[src/rtl/ret_addr_stack.sv]
// Return-address stack: circular buffer of predicted return targets for fetch.
// Optional macro RAS_BYPASS_EN forwards a same-cycle push straight to top_addr.
module ret_addr_stack #(
    parameter int ADDR_W = 32,
    parameter int DEPTH  = 8,
    parameter int INC    = 1
) (
    input  logic                       clk,
    input  logic                       rst,
    input  logic                       push,
    input  logic                       pop,
    input  logic                       flush,
    input  logic [ADDR_W-1:0]          pc_in,
    output logic [ADDR_W-1:0]          top_addr,
    output logic                       valid,
    output logic [$clog2(DEPTH+1)-1:0] count,
    output logic                       ovf,
    output logic                       unf
);

    localparam int WP_W = $clog2(DEPTH);
    localparam int CNT_W = $clog2(DEPTH + 1);
    localparam logic [ADDR_W-1:0] INC_W = ADDR_W'(INC);
    localparam logic [CNT_W-1:0] FULL = CNT_W'(DEPTH);
    localparam logic [WP_W-1:0] LAST = WP_W'(DEPTH - 1);

    logic [ADDR_W-1:0] mem [DEPTH];
    logic [WP_W-1:0]   wp;
    logic [WP_W-1:0]   wpInc;
    logic [WP_W-1:0]   wpDec;
    logic [ADDR_W-1:0] retAddr;
    logic              nonEmpty;

    // Explicit wrap keeps the pointer legal when DEPTH is not a power of two.
    always_comb begin
        wpInc    = (wp == LAST) ? '0 : wp + WP_W'(1);
        wpDec    = (wp == '0) ? LAST : wp - WP_W'(1);
        retAddr  = pc_in + INC_W;
        nonEmpty = (count != '0);
    end

    always_ff @(posedge clk or posedge rst) begin
        if (rst) begin
            for (int i = 0; i < DEPTH; i++) begin
                mem[i] <= '0;
            end
            wp    <= '0;
            count <= '0;
            ovf   <= 1'b0;
            unf   <= 1'b0;
        end else begin
            ovf <= 1'b0;
            unf <= 1'b0;
            if (flush) begin
                wp    <= '0;
                count <= '0;
            end else if (push && pop && nonEmpty) begin
                mem[wpDec] <= retAddr;
            end else if (push) begin
                mem[wp] <= retAddr;
                wp      <= wpInc;
                if (count == FULL) begin
                    ovf <= 1'b1;
                end else begin
                    count <= count + CNT_W'(1);
                end
            end else if (pop) begin
                if (nonEmpty) begin
                    wp    <= wpDec;
                    count <= count - CNT_W'(1);
                end else begin
                    unf <= 1'b1;
                end
            end
        end
    end

`ifdef RAS_BYPASS_EN
    // A call followed immediately by a return must see the address being pushed.
    always_comb begin
        if (push && !flush) begin
            top_addr = retAddr;
            valid    = 1'b1;
        end else begin
            top_addr = nonEmpty ? mem[wpDec] : '0;
            valid    = nonEmpty;
        end
    end
`else
    always_comb begin
        top_addr = nonEmpty ? mem[wpDec] : '0;
        valid    = nonEmpty;
    end
`endif

endmodule

[config.mk]
export PLATFORM = sky130hd
export DESIGN_NAME = ret_addr_stack
export DESIGN_NICKNAME = d
export VERILOG_FILES = /design/src/rtl/ret_addr_stack.sv
export SDC_FILE = /design/constraint.sdc
export NUM_CORES = 1
export LEC_CHECK = 0
export CORE_MARGIN = 1
export CORE_UTILIZATION = 45
export DETAILED_ROUTE_END_ITERATION = 10
export HOLD_SLACK_MARGIN = 0.15
export PLACE_DENSITY = 0.68
export SYNTH_ARGS = -nofsm -noshare
export SYNTH_HDL_FRONTEND = slang
export SYNTH_SLANG_ARGS = --single-unit
[constraint.sdc]
create_clock -name clk -period 25.3 [get_ports clk]
set_input_delay 5.06 -clock clk [delete_from_list [all_inputs] [get_ports clk]]
set_output_delay 5.06 -clock clk [all_outputs]
set_load 0.03 [all_outputs]
==> flow_metrics.tcl, run 1 <==
set metrics [dict create \
    synth_ff_type "dfrtp_1" \
    yosysSeqAreaShare_pct 50.9 \
    synth_warnings 0 \
    dp_hpwl_um 22200 \
    wl_per_cell_um 20.8 \
    drt_iter0_drc 817 \
    cp-start-kind "register" \
    met2_length_um 16600 \
    setup_viol 0 \
    place.gp.congestion 0.781 \
    track_usage_pct 25.0 \
    slew_headroom_pct 19.1 \
    grt_pass1_wl_um 56800 \
    synth.top_cells.by_area "dfrtp_1, mux2_2, nand2_1" \
    synthArstFlopShare_pct 100 \
    worstHoldPathCells 2 \
    slowest_stage "a2111oi_0" \
    status "finished, final reports clean" \
    synth_edf_count 0 \
    netlist-cell-type-count 55 \
    ant_nets 0 \
    port_buffers 75 \
    core_area_mm2 0.0282 \
    ios 76 \
    die-area_mm2 0.0296 \
    hold_ws_ns 0.481 \
    met1Wirelength_um 16100 \
    syn_area_per_cell_um2 10.1 \
    crit_required_ns 20.24 \
    crit_type "reg2out" \
    drt-total-wl_um 35800 \
    slew_viol_final 0 \
    synth-simple-area-share_pct 15.6 \
    drv_cap 0 \
    avgViaCountPerCell 5.89 \
    grt_max_degree 126 \
    cp_cell_sequence "buf_4 > inv_1 > ha_1 > nand2b_1 > buf_4 > nand2_4 > o221ai_1 > a2111oi_0 > clkdlybuf4s50_1" \
    drive_gt1_share_pct 15.9 \
    arrival_ns 5.10 \
    crit_path_max_incr_delay_ns 0.93 \
    path_max_fanout 97 \
    grt_antenna_before_repair 0 \
    dp.cells 1669 \
    max_freq_mhz 98.4 \
    antenna_cells 0 \
    die_w_um 172 \
    num_rows 61 \
    min-delay-start "mem[227]" \
    synth_most_common_cell "dfrtp_1" \
    rsz0062_at_grt "false" \
    skew_ns 0.0137 \
    worstSetupEndpointType "output port" \
    clk_path_buf_depth 3 \
    power_density_mw_per_mm2 147 \
    wl_met3_um 2040 \
    hold_violations 0 \
    final_util_pct 53.5 \
    crit_buf_inv 4 \
    r2r-end "mem[154]" \
    whs_endpoint "mem[227]" \
    syn_inst 1294 \
    grt_pass1_vias 9770 \
    synth_xor_xnor_area_share_pct 4.34 \
    yosys.area.top_type "dfrtp_1" \
    layout_min_cycle_time_ns 10.16 \
    cts.sinks 265 \
    cts_made_buffers 29 \
    synth_top_family_by_area "simple AND/OR/NAND/NOR gates" \
    syn_nets 1339 \
    synth-seq-cells 265 \
    syn-cell-area_mm2 0.0130 \
    synth_commonest_cells "dfrtp_1, nand2_1, nor2_1, mux2_2, a21oi_1" \
    synthAdderAreaFrac_pct 0.826 \
    cts_tree "done" \
    synth_mux_area_share_pct 10.4 \
    layoutNonFillerInstCount 1722 \
    synth_top_cell_area_share_pct 50.9 \
    r2r-start "wp[0]" \
    min_path_type "reg2reg" \
    reg2regPathDepth 9 \
    postCtsResizedCells 0 \
    area_growth_pct 15.7 \
    ir_drop_mv 0.0943 \
    post-route-period-util_pct 40.2 \
    num_vias 10100 \
    ctsHoldBuffers 0 \
    p_leak_nw 6.50 \
    fin_setup_tns_ns 0 \
    path_clk_slew_ns 0.06 \
    worstSetupStartpoint "wp[0]" \
    cp_top_family "buffers and inverters" \
    topRoutingLayerUsed "met4" \
    fillers 2460 \
    initial_core_util_pct 46.3 \
    cts-htree-levels 1 \
    tightest_slew_ns 1.21 \
    drc 0 \
    power_w 0.00222 \
    cts-root-buf "clkbuf_16" \
    firstDrtPassIters 5 \
    reg2reg_slack_ns 20.99 \
    post_cts_buffers 0 \
    clk_latency_ns 0.55 \
    final_nets 1367 \
    fp.dieH_um 172 \
    synth-compound-area-share_pct 14.2 \
    critPathMostFrequentCell "buf_4" \
    grt_overflow 0 \
]
worst max path at each step:
stage	end	slack (ns)	cells after the start
6_report	top_addr[30]	15.14	9
5_1_grt	top_addr[21]	14.87	11
4_1_cts	top_addr[7]	15.20	11
3_5_place_dp	top_addr[7]	15.82	11
3_3_place_gp	top_addr[19]	15.93	11
2_1_floorplan	count[0]	12.94	1
kinds of logic (layout without fill, tap and decap cells):
logic type,after synthesis,in the layout
buf+inv,111,161
xor+xnor,62,62
fa+ha+maj,8,8
compound gates,303,303
flops,265,265
simple gates,424,424
mux,121,121
worst min-delay path: cells and delay by family (launching register included):
family / cells / cell delay [ns]
AO/OA/AOI/OAI: 1 / 0.06
flip-flops: 1 / 0.34
AND/OR/NAND/NOR: 1 / 0.04
routing by layer:
metal  vias to the layer above  track usage [%]
met4                         0             7.35
met1                      5082             35.7
met2                       317             39.7
met5                         -                0
li1                       4685                -
met3                        63             3.30
report_power, final:
group	total [W]	internal, W	switching, W
logic	0.00107	0.000429	0.000642
clock network	0.000433	0.000260	0.000172
registers	0.000718	0.000613	0.000105
total	0.00222	0.00130	0.000919
per-stage QoR:
stage,area [um2],worst slack (ns)
after floorplan,13000,12.94
after global placement,14100,15.93
after CTS,15100,15.20
after global routing,15100,14.87
after detailed placement,14100,15.82
final,15100,15.14
sequential cells by signal, indices dropped and copies added, names as in the netlist:
register / cells
count: 4
mem: 256
ovf: 1
unf: 1
wp: 3
cell type report:
| cell class | count | area, um2 | area share (%) |
|---|---|---|---|
| flip-flops and latches | 265 | 6630 | 44.0 |
| multi-input cells | 918 | 6030 | 40.0 |
| repair buffers | 95 | 901 | 5.98 |
| clock buffers | 39 | 833 | 5.53 |
| well taps | 378 | 473 | 3.14 |
| clock inverters | 14 | 151 | 1.00 |
| inverters | 13 | 56.3 | 0.373 |
layout by cell type, fill, tap and decap left out, drive strengths merged, types with 4 or more instances in the layout:
master,instances
dfrtp,265
nand2,168
nor2,126
mux2,118
a21oi,114
clkdlybuf4s50,75
o22ai,61
and3,44
clkbuf,39
o21ai,36
xnor2,36
a211oi,34
and4,33
a31oi,32
xor2,26
buf,20
nand3,14
inv,14
nand4,12
clkinv,9
ha,7
nor2b,6
nor4,5
o2111ai,4
and2,4
a2111oi,4
Power figures use the tool's default switching activity.
==> inputs of run 2 (changes only) <==
--- a/config.mk
+++ b/config.mk
@@ -9,7 +9,7 @@
 export CORE_UTILIZATION = 45
 export DETAILED_ROUTE_END_ITERATION = 10
 export HOLD_SLACK_MARGIN = 0.15
-export PLACE_DENSITY = 0.68
+export PLACE_DENSITY = 0.7
 export SYNTH_ARGS = -nofsm -noshare
 export SYNTH_HDL_FRONTEND = slang
 export SYNTH_SLANG_ARGS = --single-unit
==> constraint.sdc (replaced) <==
create_clock -name clk -period 9.2 [get_ports clk]
set_input_delay 1.84 -clock clk [delete_from_list [all_inputs] [get_ports clk]]
set_output_delay 1.84 -clock clk [all_outputs]
set_load 0.03 [all_outputs]
==> run 2 against run 1 <==
Against the previous run:
- cell area shrank 0.89%
- non-clock buffer count down 1
- worst hold slack lost 0.00078 ns
- sequential share of layout area grew 0.39 points
- clock skew is 0.0062 ns higher
- count of clock-buffer cells in the layout grew 1
- largest power group unchanged
==> flow_metrics.tcl, run 2 (same netlist as run 1, synthesis figures left out) <==
set metrics [dict create \
    status "finished, final reports clean" \
    power_frac_seq_pct 32.7 \
    firstDrtPassIters 5 \
    skew_ns 0.0199 \
    crit_type "reg2out" \
    power_frac_clock_pct 17.7 \
    ir_drop_mv 0.367 \
    power_density_mw_per_mm2 402 \
    hold_violations 0 \
    core_area_mm2 0.0282 \
    grt_antenna_before_repair 0 \
    p_sw_share_pct 42.3 \
    ctsHoldBuffers 0 \
    num_rows 61 \
    initial_core_util_pct 46.3 \
    cts_tree "done" \
    tightest_slew_ns 1.28 \
    pre_cts_slack_ns 3.08 \
    grt_pass1_wl_um 57000 \
    antenna_cells 0 \
    final_cell_mix "dfrtp_1, nand2_1, nor2_1" \
    avgViaCountPerCell 5.91 \
    path_max_fanout 97 \
    clk_path_buf_depth 3 \
    combPwrFrac_pct 49.6 \
    crit_required_ns 7.36 \
    grt_overflow 0 \
    clk_latency_ns 0.55 \
    postCtsResizedCells 0 \
    drt-total-wl_um 35900 \
    num_vias 10200 \
    rsz0062_at_grt "false" \
    cts-root-buf "clkbuf_16" \
    post_cts_buffers 0 \
    setup_viol 0 \
    crit_path_max_incr_delay_ns 0.73 \
    critPathMostFrequentCell "buf_4" \
    p_sw_w 0.00254 \
    final_util_pct 53.1 \
    layout_setup_ws_ns 2.46 \
    fillers 2479 \
    drv_cap 0 \
    layout_commonest_cell "dfrtp_1" \
    worstSetupEndpointType "output port" \
    path_clk_slew_ns 0.06 \
    ant_nets 0 \
    place.gp.congestion 0.795 \
    final_nets 1365 \
    max_freq_mhz 148 \
    p_leak_nw 6.43 \
    fp.dieH_um 172 \
    power_w 0.00601 \
    track_usage_pct 25.2 \
    die-area_mm2 0.0296 \
    cts_made_buffers 28 \
    area_growth_pct 14.7 \
    largest_reg_flops 256 \
    arrival_ns 4.90 \
    cts.sinks 265 \
    layout_min_cycle_time_ns 6.74 \
    slew_headroom_pct 14.7 \
    post-route-period-util_pct 73.3 \
    fin_setup_tns_ns 0 \
    cp_top_family "simple AND/OR/NAND/NOR gates" \
    cp_cell_sequence "buf_4 > inv_1 > ha_1 > nand2b_1 > nand2_4 > nor2_2 > buf_4 > a22oi_1 > and3_1 > clkdlybuf4s50_1" \
    min_path_type "reg2reg" \
    die_w_um 172 \
    slowest_stage "nor2_2" \
    grt_pass1_vias 10100 \
    cp-start-kind "register" \
    drive_gt1_share_pct 15.3 \
    drc 0 \
    place_area_mm2 0.0141 \
    regMostFlops "mem" \
    reg_top3 "mem x256, count x4, wp x3" \
    cellInternalPower_w 0.00347 \
    drt_iter0_drc 871 \
    dp_hpwl_um 21500 \
    port_buffers 75 \
    wl_per_cell_um 20.9 \
    cts-htree-levels 1 \
    crit_buf_inv 4 \
    final_area_mm2 0.0149 \
    grt_max_degree 146 \
    slew_viol_final 0 \
    ios 76 \
]
==> run 2: metal layers <==
metal	part of all wire (%)	up-vias	track usage, %	routed length, um
met2	47	320	40.3	16700
met3	5.8	62	3.91	2080
li1	-	4667	-	-
met4	2.8	0	8.08	1020
met5	0	-	0	0
met1	45	5102	35.1	16100
==> run 2: final cells by class <==
class | instances | area (um2) | share of cell area [%]
Clock inverter | 9 | 51.3 | 0.343
Tap cell | 378 | 473 | 3.17
Multi-Input combinational cell | 918 | 6030 | 40.4
Clock buffer | 40 | 807 | 5.40
Inverter | 13 | 56.3 | 0.377
Sequential cell | 265 | 6630 | 44.4
Timing Repair Buffer | 94 | 893 | 5.98
==> run 2: final timing paths <==
kind,slack [ns],startpoint,cells after the start,endpoint
max,2.46,wp[0],10,top_addr[31]
min,0.48,mem[226],2,mem[226]
max reg2reg,4.92,wp[0],9,mem[26]
min reg2reg,0.48,mem[226],2,mem[226]
max in group asynchronous,5.76,rst,3,mem[19]
min in group asynchronous,1.84,rst,2,mem[33]
==> run 2: worst min-delay path, cell delays in order (launching register included) <==
cell and delay, ns:
dfrtp_1 0.34, nand2_1 0.04, o21ai_0 0.06
==> run 2: metrics by stage <==
| step | instances | hold slack (ns) |
|---|---|---|
| 3_5_place_dp | 1668 | 0.470 |
| 5_1_grt | 1717 | 0.497 |
| 2_1_floorplan | 1294 | 0.442 |
| 6_report | 1717 | 0.480 |
| 3_3_place_gp | 1668 | 0.457 |
| 4_1_cts | 1717 | 0.483 |
==> run 2: power by group through the flow <==
stage               clock [W]  sequential, W  combinational [W]
CTS                   0.00108        0.00196            0.00298
floorplan                   0        0.00192            0.00195
global placement            0        0.00195            0.00293
global route          0.00112        0.00203            0.00322
detailed placement          0        0.00198            0.00296
finish                0.00106        0.00197            0.00298
==> inputs of run 3 (changes only) <==
--- a/config.mk
+++ b/config.mk
@@ -9,7 +9,7 @@
 export CORE_UTILIZATION = 45
 export DETAILED_ROUTE_END_ITERATION = 10
 export HOLD_SLACK_MARGIN = 0.15
-export PLACE_DENSITY = 0.7
+export PLACE_DENSITY = 0.68
 export SYNTH_ARGS = -nofsm -noshare
 export SYNTH_HDL_FRONTEND = slang
 export SYNTH_SLANG_ARGS = --single-unit
==> constraint.sdc (replaced) <==
create_clock -name clk -period 6.7 [get_ports clk]
set_input_delay 1.34 -clock clk [delete_from_list [all_inputs] [get_ports clk]]
set_output_delay 1.34 -clock clk [all_outputs]
set_load 0.03 [all_outputs]
==> run 3 against run 2 <==
Against the previous run:
- die area did not move
- wire length fell by 0.62%
- global-route usage fell by 0.17 points
- first-iteration DRC count fell by 7.0%
- power rose by 41%
==> flow_metrics.tcl, run 3 (same netlist as run 1, synthesis figures left out) <==
set metrics [dict create \
    p_leak_nw 6.60 \
    dp_hpwl_um 21700 \
    skew_ns 0.0116 \
    fp.dieH_um 172 \
    regMostFlops "mem" \
    drive_gt1_share_pct 18.2 \
    max_freq_mhz 176 \
    die-area_mm2 0.0296 \
    crit_required_ns 5.36 \
    cts.sinks 265 \
    arrival_ns 4.35 \
    ctsHoldBuffers 0 \
    place_area_mm2 0.0141 \
    status "finished, final reports clean" \
    post-route-period-util_pct 84.9 \
    largest_reg_flops 256 \
    grt_max_degree 158 \
    cts-root-buf "clkbuf_16" \
    final_nets 1371 \
    tightest_slew_ns 1.23 \
    setup_viol 0 \
    cts_tree "done" \
    port_buffers 75 \
    drt-total-wl_um 35700 \
    grt_pass1_wl_um 57200 \
    final_area_mm2 0.0151 \
    place.gp.congestion 0.840 \
    drc 0 \
    layout_min_cycle_time_ns 5.69 \
    ios 76 \
    min_path_type "reg2reg" \
    hold_ws_ns 0.479 \
    grt_antenna_before_repair 0 \
    path_max_fanout 19 \
    reg_top3 "mem x256, count x4, wp x3" \
    r2r-start "wp[1]" \
    drv_cap 0 \
    reg2regPathDepth 9 \
    die_w_um 172 \
    layout_commonest_cell "dfrtp_1" \
    antenna_cells 0 \
    ir_drop_mv 0.363 \
    num_rows 61 \
    core_area_mm2 0.0282 \
    crit_type "reg2out" \
    wl_per_cell_um 20.7 \
    track_usage_pct 25.0 \
    min-delay-start "mem[32]" \
    final_cell_mix "dfrtp_1, nand2_1, nor2_1" \
    path_clk_slew_ns 0.06 \
    post_cts_buffers 0 \
    cts_made_buffers 29 \
    fin_setup_tns_ns 0 \
    hold_violations 0 \
    cp-start-kind "register" \
    grt_pass1_vias 9998 \
    postCtsResizedCells 0 \
    clk_latency_ns 0.55 \
    slew_viol_final 0 \
    num_vias 10200 \
    initial_core_util_pct 46.3 \
    power_density_mw_per_mm2 558 \
    avgViaCountPerCell 5.93 \
    grt_overflow 0 \
    area_growth_pct 16.2 \
    reg2reg_slack_ns 2.83 \
    ant_nets 0 \
    clk_path_buf_depth 3 \
    worstHoldPathCells 2 \
    worstSetupEndpointType "output port" \
    whs_endpoint "mem[32]" \
    cts-htree-levels 1 \
    drt_iter0_drc 810 \
    rsz0062_at_grt "false" \
    slew_headroom_pct 18.3 \
    r2r-end "mem[167]" \
    firstDrtPassIters 5 \
]
==> run 3: report_power, final <==
part	switching [W]	internal, W	total, W
combinational	0.00245	0.00153	0.00398
sequential	0.000388	0.00231	0.00270
clock	0.000654	0.00112	0.00178
total	0.00349	0.00496	0.00845
==> run 3: per-stage QoR <==
step / utilization, % / std cells / power (W) / worst slack, ns
2_1_floorplan: - / 1294 / 0.00531 / 1.86
3_3_place_gp: 49.9 / 1673 / 0.00659 / 1.56
3_5_place_dp: 49.9 / 1673 / 0.00667 / 1.61
4_1_cts: 53.8 / 1727 / 0.00847 / 0.995
5_1_grt: 53.8 / 1727 / 0.00896 / 0.701
6_report: 53.8 / 1727 / 0.00845 / 1.01
==> run 3: layout make-up <==
| cell class | instances | area, um2 |
|---|---|---|
| well taps | 378 | 473 |
| flip-flops and latches | 265 | 6630 |
| fillers | 2457 | 13000 |
| repair buffers | 99 | 873 |
| inverters | 13 | 52.6 |
| multi-input cells | 918 | 6030 |
| clock inverters | 11 | 209 |
| clock buffers | 43 | 868 |
==> run 3: worst max-delay path by stage <==
stage           from            to  slack [ns]  depth (start not counted)
6_report       wp[1]  top_addr[30]        1.01                          8
3_3_place_gp   wp[1]  top_addr[30]        1.56                          8
2_1_floorplan    rst      count[0]        1.86                          1
5_1_grt        wp[1]  top_addr[30]        0.70                          8
3_5_place_dp   wp[1]  top_addr[30]        1.61                          8
4_1_cts        wp[1]  top_addr[30]        0.99                          8
==> run 3: layer usage <==
metal | global-route usage, % | vias up | share of wire, %
met5 | 0 | - | 0
met4 | 7.12 | 0 | 2.0
met3 | 3.82 | 59 | 7.0
met2 | 38.7 | 375 | 46
met1 | 36.4 | 5094 | 45
li1 | - | 4705 | -
==> run 3: worst max-delay path: stages, from the launching register on <==
cell,delay (ns)
dfrtp_1,0.43
inv_1,0.17
ha_1,0.40
or3_1,0.24
and2_1,0.85
o22a_1,0.24
o221ai_1,0.12
a2111oi_0,0.57
clkdlybuf4s50_1,0.78
